[config.mk]
export PLATFORM = sky130hd
export DESIGN_NAME = pwm_audio_out
export DESIGN_NICKNAME = d
export VERILOG_FILES = /design/src/rtl/synth_pkg.sv /design/src/rtl/pwm_prescaler.sv /design/src/rtl/pwm_audio_out.sv
export SDC_FILE = /design/constraint.sdc
export NUM_CORES = 1
export LEC_CHECK = 0
export ABC_AREA = 1
export CORE_MARGIN = 2
export CORE_UTILIZATION = 50
export CTS_CLUSTER_SIZE = 30
export DETAILED_ROUTE_END_ITERATION = 10
export MAX_ROUTING_LAYER = met4
export PLACE_DENSITY = 0.78
export SYNTH_ARGS = -nofsm -noshare
export SYNTH_HDL_FRONTEND = slang
export SYNTH_SLANG_ARGS = --single-unit
[constraint.sdc]
create_clock -name clk -period 1.6 [get_ports clk]
set_input_delay 0.16 -clock clk [delete_from_list [all_inputs] [get_ports clk]]
set_output_delay 0.16 -clock clk [all_outputs]
set_load 0.02 [all_outputs]
[src/rtl/synth_pkg.sv]
// ---------------------------------------------------------------------------
// synth_pkg
// Shared definitions for the audio output path.
//   SAMPLE_W_DEF : default sample / PWM counter width
//   pwm_state_e  : block state (IDLE, RUN, RAMP). RAMP is reachable only
//                  when the soft-start feature (PWM_SOFT_START_EN) is built in.
// ---------------------------------------------------------------------------
package synth_pkg;

    localparam int SAMPLE_W_DEF = 8;

    typedef enum logic [1:0] {
        IDLE = 2'd0,
        RUN  = 2'd1,
        RAMP = 2'd2
    } pwm_state_e;

endpackage

[src/rtl/pwm_prescaler.sv]
// ---------------------------------------------------------------------------
// pwm_prescaler
// Divides the system clock down to the PWM tick rate.
//   clk    : system clock
//   nRst   : asynchronous active-low reset
//   run_i  : count while high; counter is held at 0 while low
//   tick_o : high for one cycle out of every CLK_DIV while running
//            (every cycle when CLK_DIV = 1)
// CLK_DIV legal range is 1..256.
// ---------------------------------------------------------------------------
module pwm_prescaler #(
    parameter int CLK_DIV = 1
) (
    input  logic clk,
    input  logic nRst,
    input  logic run_i,
    output logic tick_o
);

    // A 1-bit counter is kept even for CLK_DIV = 1 so the logic stays uniform;
    // it simply never leaves 0 in that case.
    localparam int             CW   = (CLK_DIV > 1) ? $clog2(CLK_DIV) : 1;
    localparam logic [CW-1:0]  LAST = CW'(CLK_DIV - 1);

    logic [CW-1:0] div_q;
    logic [CW-1:0] div_d;

    always_comb begin
        div_d = div_q;
        if (!run_i) begin
            div_d = '0;
        end else if (div_q == LAST) begin
            div_d = '0;
        end else begin
            div_d = div_q + 1'b1;
        end
    end

    always_ff @(posedge clk or negedge nRst) begin
        if (!nRst) begin
            div_q <= '0;
        end else begin
            div_q <= div_d;
        end
    end

    assign tick_o = run_i && (div_q == LAST);

endmodule

[src/rtl/pwm_audio_out.sv]
// ---------------------------------------------------------------------------
// pwm_audio_out
// Output end of the mixer path: double-buffers 8-bit mixed samples and turns
// the active sample into a single-bit PWM stream, one PWM period per sample.
//   clk          : system clock
//   nRst         : asynchronous active-low reset
//   en           : block enable; low returns the block to IDLE
//   mixed_sample : sample from the mixer
//   sample_valid : one-cycle strobe qualifying mixed_sample
//   sample_req   : one-cycle pulse on each PWM period wrap
//   pwm_out      : registered PWM output (one cycle behind the counter)
//   underrun     : pulse, wrap happened with the shadow buffer empty
//   overrun      : pulse, a sample arrived while the shadow buffer was full
// Optional feature macro: PWM_SOFT_START_EN. When defined, leaving IDLE goes
// through RAMP, where the duty climbs by one step per wrap up to the buffered
// sample to avoid a power-on pop. Without it the block goes IDLE -> RUN.
// ---------------------------------------------------------------------------
module pwm_audio_out
    import synth_pkg::*;
#(
    parameter int SAMPLE_W = SAMPLE_W_DEF,
    parameter int CLK_DIV  = 1
) (
    input  logic                clk,
    input  logic                nRst,
    input  logic                en,
    input  logic [SAMPLE_W-1:0] mixed_sample,
    input  logic                sample_valid,
    output logic                sample_req,
    output logic                pwm_out,
    output logic                underrun,
    output logic                overrun
);

`ifdef PWM_SOFT_START_EN
    localparam pwm_state_e START_STATE = RAMP;
`else
    localparam pwm_state_e START_STATE = RUN;
`endif

    pwm_state_e          state_q, state_d;
    logic [SAMPLE_W-1:0] cnt_q, cnt_d;
    logic [SAMPLE_W-1:0] shadow_q, shadow_d;
    logic                shadow_full_q, shadow_full_d;
    logic [SAMPLE_W-1:0] active_q, active_d;
    logic                pwm_q, pwm_d;

    logic running;
    logic tick;
    logic wrap;
    logic underrun_c;
    logic overrun_c;

    // The prescaler only counts once the block has left IDLE, so the first
    // RUN cycle always starts at prescaler 0 / counter 0.
    assign running = en && (state_q != IDLE);

    pwm_prescaler #(
        .CLK_DIV (CLK_DIV)
    ) u_prescaler (
        .clk    (clk),
        .nRst   (nRst),
        .run_i  (running),
        .tick_o (tick)
    );

    assign wrap = tick && (cnt_q == '1);

`ifdef PWM_SOFT_START_EN
    logic [SAMPLE_W-1:0] ramp_target;
    // shadow_full is left alone during RAMP, so it tells us whether any
    // sample has been buffered yet; with none the target is 0.
    assign ramp_target = shadow_full_q ? shadow_q : '0;
`endif

    always_comb begin
        state_d       = state_q;
        cnt_d         = cnt_q;
        shadow_d      = shadow_q;
        shadow_full_d = shadow_full_q;
        active_d      = active_q;
        pwm_d         = 1'b0;
        underrun_c    = 1'b0;
        overrun_c     = 1'b0;

        if (!en) begin
            state_d       = IDLE;
            cnt_d         = '0;
            shadow_full_d = 1'b0;
            active_d      = '0;
        end else begin
            case (state_q)
                IDLE: begin
                    state_d = START_STATE;
                end

                RUN: begin
                    if (tick) begin
                        cnt_d = cnt_q + 1'b1;
                    end
                    pwm_d = (cnt_q < active_q);
                    if (wrap) begin
                        if (shadow_full_q) begin
                            active_d      = shadow_q;
                            shadow_full_d = 1'b0;
                        end else begin
                            underrun_c = 1'b1;
                        end
                    end
                    // A load coincident with a wrap lands after the transfer,
                    // so the slot it fills has just been emptied: no overrun.
                    if (sample_valid) begin
                        overrun_c     = shadow_full_q && !wrap;
                        shadow_d      = mixed_sample;
                        shadow_full_d = 1'b1;
                    end
                end

`ifdef PWM_SOFT_START_EN
                RAMP: begin
                    if (tick) begin
                        cnt_d = cnt_q + 1'b1;
                    end
                    pwm_d = (cnt_q < active_q);
                    if (active_q >= ramp_target) begin
                        state_d = RUN;
                    end else if (wrap) begin
                        active_d = active_q + 1'b1;
                    end
                    if (sample_valid) begin
                        overrun_c     = shadow_full_q;
                        shadow_d      = mixed_sample;
                        shadow_full_d = 1'b1;
                    end
                end
`endif

                default: begin
                    state_d = IDLE;
                end
            endcase
        end
    end

    always_ff @(posedge clk or negedge nRst) begin
        if (!nRst) begin
            state_q       <= IDLE;
            cnt_q         <= '0;
            shadow_q      <= '0;
            shadow_full_q <= 1'b0;
            active_q      <= '0;
            pwm_q         <= 1'b0;
        end else begin
            state_q       <= state_d;
            cnt_q         <= cnt_d;
            shadow_q      <= shadow_d;
            shadow_full_q <= shadow_full_d;
            active_q      <= active_d;
            pwm_q         <= pwm_d;
        end
    end

    assign sample_req = wrap;
    assign underrun   = underrun_c;
    assign overrun    = overrun_c;
    assign pwm_out    = pwm_q;

endmodule
# Word-level counts from Yosys, hierarchy flattened
# Cells that the tools add are included.
[op_classes]
n_reduce_logical = 11
magnitude_cmp = 1
bitwise_logic = 1
add_sub_neg = 2
n_mux = 24
n_eq_ne = 8
[ops]
columns = ["cell", "n"]
rows = [
  ["8-bit two-way mux", 7],
  ["1-bit two-way mux", 15],
  ["8-bit by 1-bit adder with 8-bit output, second input constant", 1],
  ["8-bit == test, second input constant", 1],
  ["8-bit < comparator", 1],
  ["2-bit by 1-bit != test with 1-bit output, second input constant", 4],
  ["3-bit AND reduction", 2],
  ["1-bit logical AND", 4],
  ["2-bit one-hot mux with 2 select lines", 1],
  ["2-bit AND reduction", 2],
  ["3-bit by 1-bit != test with 1-bit output, second input constant", 1],
  ["2-bit by 1-bit == test with 1-bit output, second input constant", 1],
  ["2-bit logical NOT", 1],
  ["2-bit two-way mux", 1],
  ["2-bit != test, second input constant", 1],
  ["2-bit nonzero test", 1],
  ["1-bit adder, second input constant", 1],
  ["1-bit logical NOT", 1],
  ["1-bit NOT", 1],
]
[totals]
regBits = 29
in_bits = 12

# Logic depth before layout (Yosys ltp)
[depth]
word_depth = 9
ltp_mapped = 8
mapped_depth_nobuf = 8

# By module
# From an unflattened synthesis, not the netlist that was laid out.
[unflattened]
hier_cells = 161
area_unflattened_um2 = 1406.3
[by_module_without_submodules]
columns = ["mod", "cells_each", "n_inst", "area_each_um2"]
rows = [
  ["pwm_audio_out", 160, 1, 1398.8],
  ["pwm_prescaler", 1, 1, 7.5],
]

# Worst setup path before layout
# No wires, ideal clock.
[synth_timing]
kind = "register -> output"
startpoint = "register cnt_q[0]"
endpoint = "output overrun"
required_time_ps = 1440
path_stages_with_launch = 7
arrival_time_ps = 1415
path_buffers = 0
setup_slack_ps = 25
path_cell_list = "dfrtp_1 > ha_1 > nand3_1 > nor2_2 > nand2_2 > inv_1 > nor3_1"
[synth_via]
elab_chain_len = 7
[synth_rtl]
columns = ["item", "line", "rtl"]
rows = [
  ["from (decl)", "pwm_audio_out.sv:42", "logic [SAMPLE_W-1:0] cnt_q, cnt_d;"],
  ["from (signal assigned)", "pwm_audio_out.sv:155", "cnt_q <= cnt_d;"],
  ["8-bit == test", "pwm_audio_out.sv:67", "assign wrap = tick && (cnt_q == '1);"],
  ["1-bit logical AND", "pwm_audio_out.sv:67", ""],
  ["named net sample_req", "pwm_audio_out.sv:29", "output logic sample_req,"],
  ["1-bit logical NOT", "pwm_audio_out.sv:113", "overrun_c = shadow_full_q && !wrap;"],
  ["1-bit logical AND", "pwm_audio_out.sv:113", ""],
  ["1-bit two-way mux", "pwm_audio_out.sv:112", "if (sample_valid) begin"],
  ["1-bit two-way mux", "pwm_audio_out.sv:92", "case (state_q)"],
  ["1-bit two-way mux", "pwm_audio_out.sv:86", "if (!en) begin"],
  ["to (decl)", "pwm_audio_out.sv:32", "output logic overrun"],
]
# The timed path passes the listed nets, and every way through them passes these cells.

# Worst setup path after layout
[layout_timing]
startpoint = "register cnt_q[1]"
endpoint = "output overrun"
[layout_via]
elab_chain_len = 7
[layout_rtl]
columns = ["item", "line"]
rows = [
  ["8-bit == test", "pwm_audio_out.sv:67"],
  ["1-bit logical AND", "pwm_audio_out.sv:67"],
  ["1-bit logical NOT", "pwm_audio_out.sv:113"],
  ["1-bit logical AND", "pwm_audio_out.sv:113"],
  ["1-bit two-way mux", "pwm_audio_out.sv:112"],
  ["1-bit two-way mux", "pwm_audio_out.sv:92"],
  ["1-bit two-way mux", "pwm_audio_out.sv:86"],
]
# Every way passes these cells.

==> metrics.json <==
{
  "clock.fmax_mhz": 603.3,
  "flow.area_growth_from_synthesis_pct": 23.74,
  "global_route_wire_length_before_repair_um": 4823,
  "net_load_switching_power_mw": 0.3867,
  "layoutNonFillerInstCount": 238,
  "worst_pin_slew_ps": 338.5,
  "setup_viol_count_final": 1,
  "place.detailed.hpwl_um": 2102,
  "synth-compound-area-share": 0.03739,
  "synthAdderAreaFrac": 0.06957,
  "placementRows": 19,
  "die_x_um": 57.65,
  "final_nets": 228,
  "cp.required_ps": 1440,
  "power_per_cell_area_nw_per_um2": 779.6,
  "reported_leakage_power_nw": 0.9539,
  "pwr-share-seq": 0.577,
  "clockPowerShare": 0.211,
  "worst_r2r_endpoint": "active_q[6]",
  "hold_crit_class": "in -> async",
  "setup.worst_path.end": "overrun",
  "slowest_stage": "sky130_fd_sc_hd__dfrtp_1",
  "initialDrtViolationCount": 15,
  "die_height_um": 57.65,
  "final.setup_skew_ps": 10.90,
  "number_of_levels_in_the_clock_h_tree": 1,
  "worst_path_largest_cell_delay_ps": 420,
  "design.core.area_sq_um": 2734,
  "slew_headroom": 0.7744,
  "antenna_violating_nets_post_route": 0,
  "vdd_ir_drop_max_v": 0.0005916,
  "n_fill_cell": 229,
  "placed_cells": 231,
  "max_cap_violations": 0,
  "critical_path_start": "cnt_q[1]",
  "wire_per_inst_um": 11.29,
  "initial_utilization": 0.5263,
  "synth_seq_area_share": 0.4696,
  "list_of_cells_traversed_by_the_critical_path": "ha_2 > nand3_2 > nor2_2 > nand2_2 > inv_2 > nor3_2 > buf_4",
  "failed_checks": "setup timing",
  "cp_data_arrival_time_ps": 1500,
  "r2r-start": "cnt_q[1]",
  "worstPathBufferInverterCount": 2,
  "critical_path.endpoint_type": "output pin",
  "remaining_drc_errors": 0,
  "p_int_mw": 1.001,
  "vias_after_detailed_routing": 1172,
  "grt_pass1_vias": 1184,
  "top_level_ports": 16,
  "setup_ws_ps": -57.56,
  "worst-path-stages": 7,
  "initial_antenna_violation_count": 0,
  "yosys.area_share.xor_xnor": 0,
  "worst_setup_path_category": "reg -> out",
  "p_comb_frac": 0.212,
  "yosys-mux-area-fraction": 0.06261,
  "drtPass1Iterations": 4,
  "critical_path_peak_fanout": 3,
  "clock_tree.root_cell": "sky130_fd_sc_hd__clkbuf_4",
  "numCtsBuffers": 3,
  "rr_worst_depth": 9,
  "outcome": "finished with violations",
  "final-hold-violation-count": 0,
  "rsz_0062_raised_after_global_routing": "yes",
  "synth-seq-cells": 27,
  "timing_max_transition_violations_final": 0,
  "period_share": 1.036,
  "tritoncts": "built",
  "critical_path.startpoint_type": "flip-flop",
  "vias_per_cell": 4.924,
  "finalHoldWorstSlack_ps": 175.5,
  "synthesis.area_per_instance_sq_um": 8.366,
  "cts.sink_count": 27,
  "clock_latency_ps": 330,
  "synthesis.instances": 172,
  "yosys.area_share.simple": 0.2687,
  "postSynthNetCount": 192,
  "yosysWarningCount": 0,
  "die_area_sq_um": 3323,
  "final_period_minus_worst_setup_slack_ps": 1658,
  "grt_usage": 0.1927,
  "grt_max_degree": 28,
  "numPortBuffers": 15,
  "grt_overflow": 0,
  "synth_top_family_by_area": "simple AND/OR/NAND/NOR gates",
  "path_clk_slew_ps": 150,
  "fin_total_pwr_mw": 1.388,
  "place.gp.congestion": 0.7979,
  "antenna_cells_inserted": 0,
  "switching_share": 0.2786,
  "cts_max_path_buffers": 2,
  "post_route_cells_drive_above_1_share": 0.2319,
  "setup.reg_to_reg.worst_slack_ps": 190,
  "synth.lib_cells_used.distinct": 20,
  "synth_area_sq_um": 1439,
  "detail_route.wirelength_um": 2688,
  "preCtsSetupSlack_ps": -258.8,
  "path_delay_family": "flip-flops"
}
[placed cells by master (no fill, tap or decap), drive strengths merged, types with 2 or more instances in the layout]
cell / instances
a21oi: 5
buf: 22
clkbuf: 3
clkdlybuf4s50: 12
dfrtp: 27
ha: 8
inv: 30
mux2: 8
nand2: 56
nand3: 11
nand4: 2
nor2: 13
nor3: 4
o21ai: 4
[final cells by class]
class / instances / area [sq um] / area share
clock buffers: 3 / 22.52 / 0.01265
clock inverters: 1 / 5.005 / 0.002811
inverters: 30 / 112.6 / 0.06325
multi-input cells: 112 / 643.1 / 0.3612
flip-flops and latches: 27 / 675.6 / 0.3795
well taps: 31 / 38.79 / 0.02178
repair buffers: 34 / 282.8 / 0.1588
[power by group through the flow]
stage                     clock network (mW)  logic (mW)  registers, mW
after global placement                     0       0.278          0.812
final                                  0.293       0.294          0.801
after CTS                              0.307       0.294          0.801
after floorplan                            0       0.185          0.812
after detailed placement                   0       0.290          0.815
after global routing                   0.339       0.343          0.810
[worst min-delay path by stage]
stage / end / slack, ps / cells past startpoint
final: cnt_q[4] / 180 / 2
after global routing: cnt_q[4] / 180 / 2
after CTS: cnt_q[5] / 180 / 2
after detailed placement: active_q[0] / 460 / 2
after global placement: active_q[1] / 460 / 2
after floorplan: active_q[0] / -140 / 0
[metrics by stage]
| step | area (sq um) | TNS, ps | util |
|---|---|---|---|
| global route | 1780 | -229.5 | 0.6513 |
| finish | 1780 | -57.56 | 0.6513 |
| detailed placement | 1728 | -750.2 | 0.6320 |
| global placement | 1728 | -619.1 | 0.6320 |
| floorplan | 1439 | 0 | - |
| CTS | 1763 | -23.31 | 0.6449 |
[cell usage after synthesis]
library cell / count / area, sq um
sky130_fd_sc_hd__nand2_1: 50 / 187.7
sky130_fd_sc_hd__inv_1: 29 / 108.9
sky130_fd_sc_hd__dfrtp_1: 27 / 675.7
sky130_fd_sc_hd__nand3_1: 11 / 55.05
sky130_fd_sc_hd__nor2_1: 11 / 41.29
sky130_fd_sc_hd__ha_1: 8 / 100.1
sky130_fd_sc_hd__mux2_2: 8 / 90.09
sky130_fd_sc_hd__a21oi_1: 5 / 25.02
sky130_fd_sc_hd__o21ai_0: 4 / 20.02
sky130_fd_sc_hd__nand2_2: 3 / 18.77
sky130_fd_sc_hd__nand2_4: 3 / 33.78
sky130_fd_sc_hd__nor3_1: 3 / 15.01
sky130_fd_sc_hd__nand4_1: 2 / 12.51
sky130_fd_sc_hd__nor2_2: 2 / 12.51
sky130_fd_sc_hd__a22o_1: 1 / 8.760
sky130_fd_sc_hd__buf_2: 1 / 5.000
sky130_fd_sc_hd__buf_6: 1 / 11.26
sky130_fd_sc_hd__clkbuf_1: 1 / 3.750
sky130_fd_sc_hd__inv_2: 1 / 3.750
sky130_fd_sc_hd__nor3_2: 1 / 10.01
[layer usage]
layer | vias up | track usage | wire, um
met1 | 535 | 0.2103 | 1128
met3 | 8 | 0.03348 | 100
met4 | 0 | 0.05980 | 53
li1 | 605 | - | -
met2 | 24 | 0.3539 | 1405
met5 | - | - | 0
[state kept, by name, summed over array words and instances (netlist names)]
signal / cells
active_q: 8
cnt_q: 8
shadow_q: 8
pwm_out: 1
shadow_full_q: 1
state_q: 1
[kinds of logic (layout without fill, tap and decap cells)]
group           Yosys count  in the layout
buf+inv                  33             68
compound gates           10             10
simple gates             86             86
flops                    27             27
mux                       8              8
fa+ha+maj                 8              8
[repair_timing]
| item | 4_1_cts | 5_1_grt |
|---|---|---|
| gates resized for setup | 15 | 4 |
| buffers inserted | 2 | 1 |
| pin swaps | 0 | 2 |
| endpoints found under the setup margin | 3 | 3 |
| hold buffers | 0 | 0 |
(Power assumes the default switching activity.)
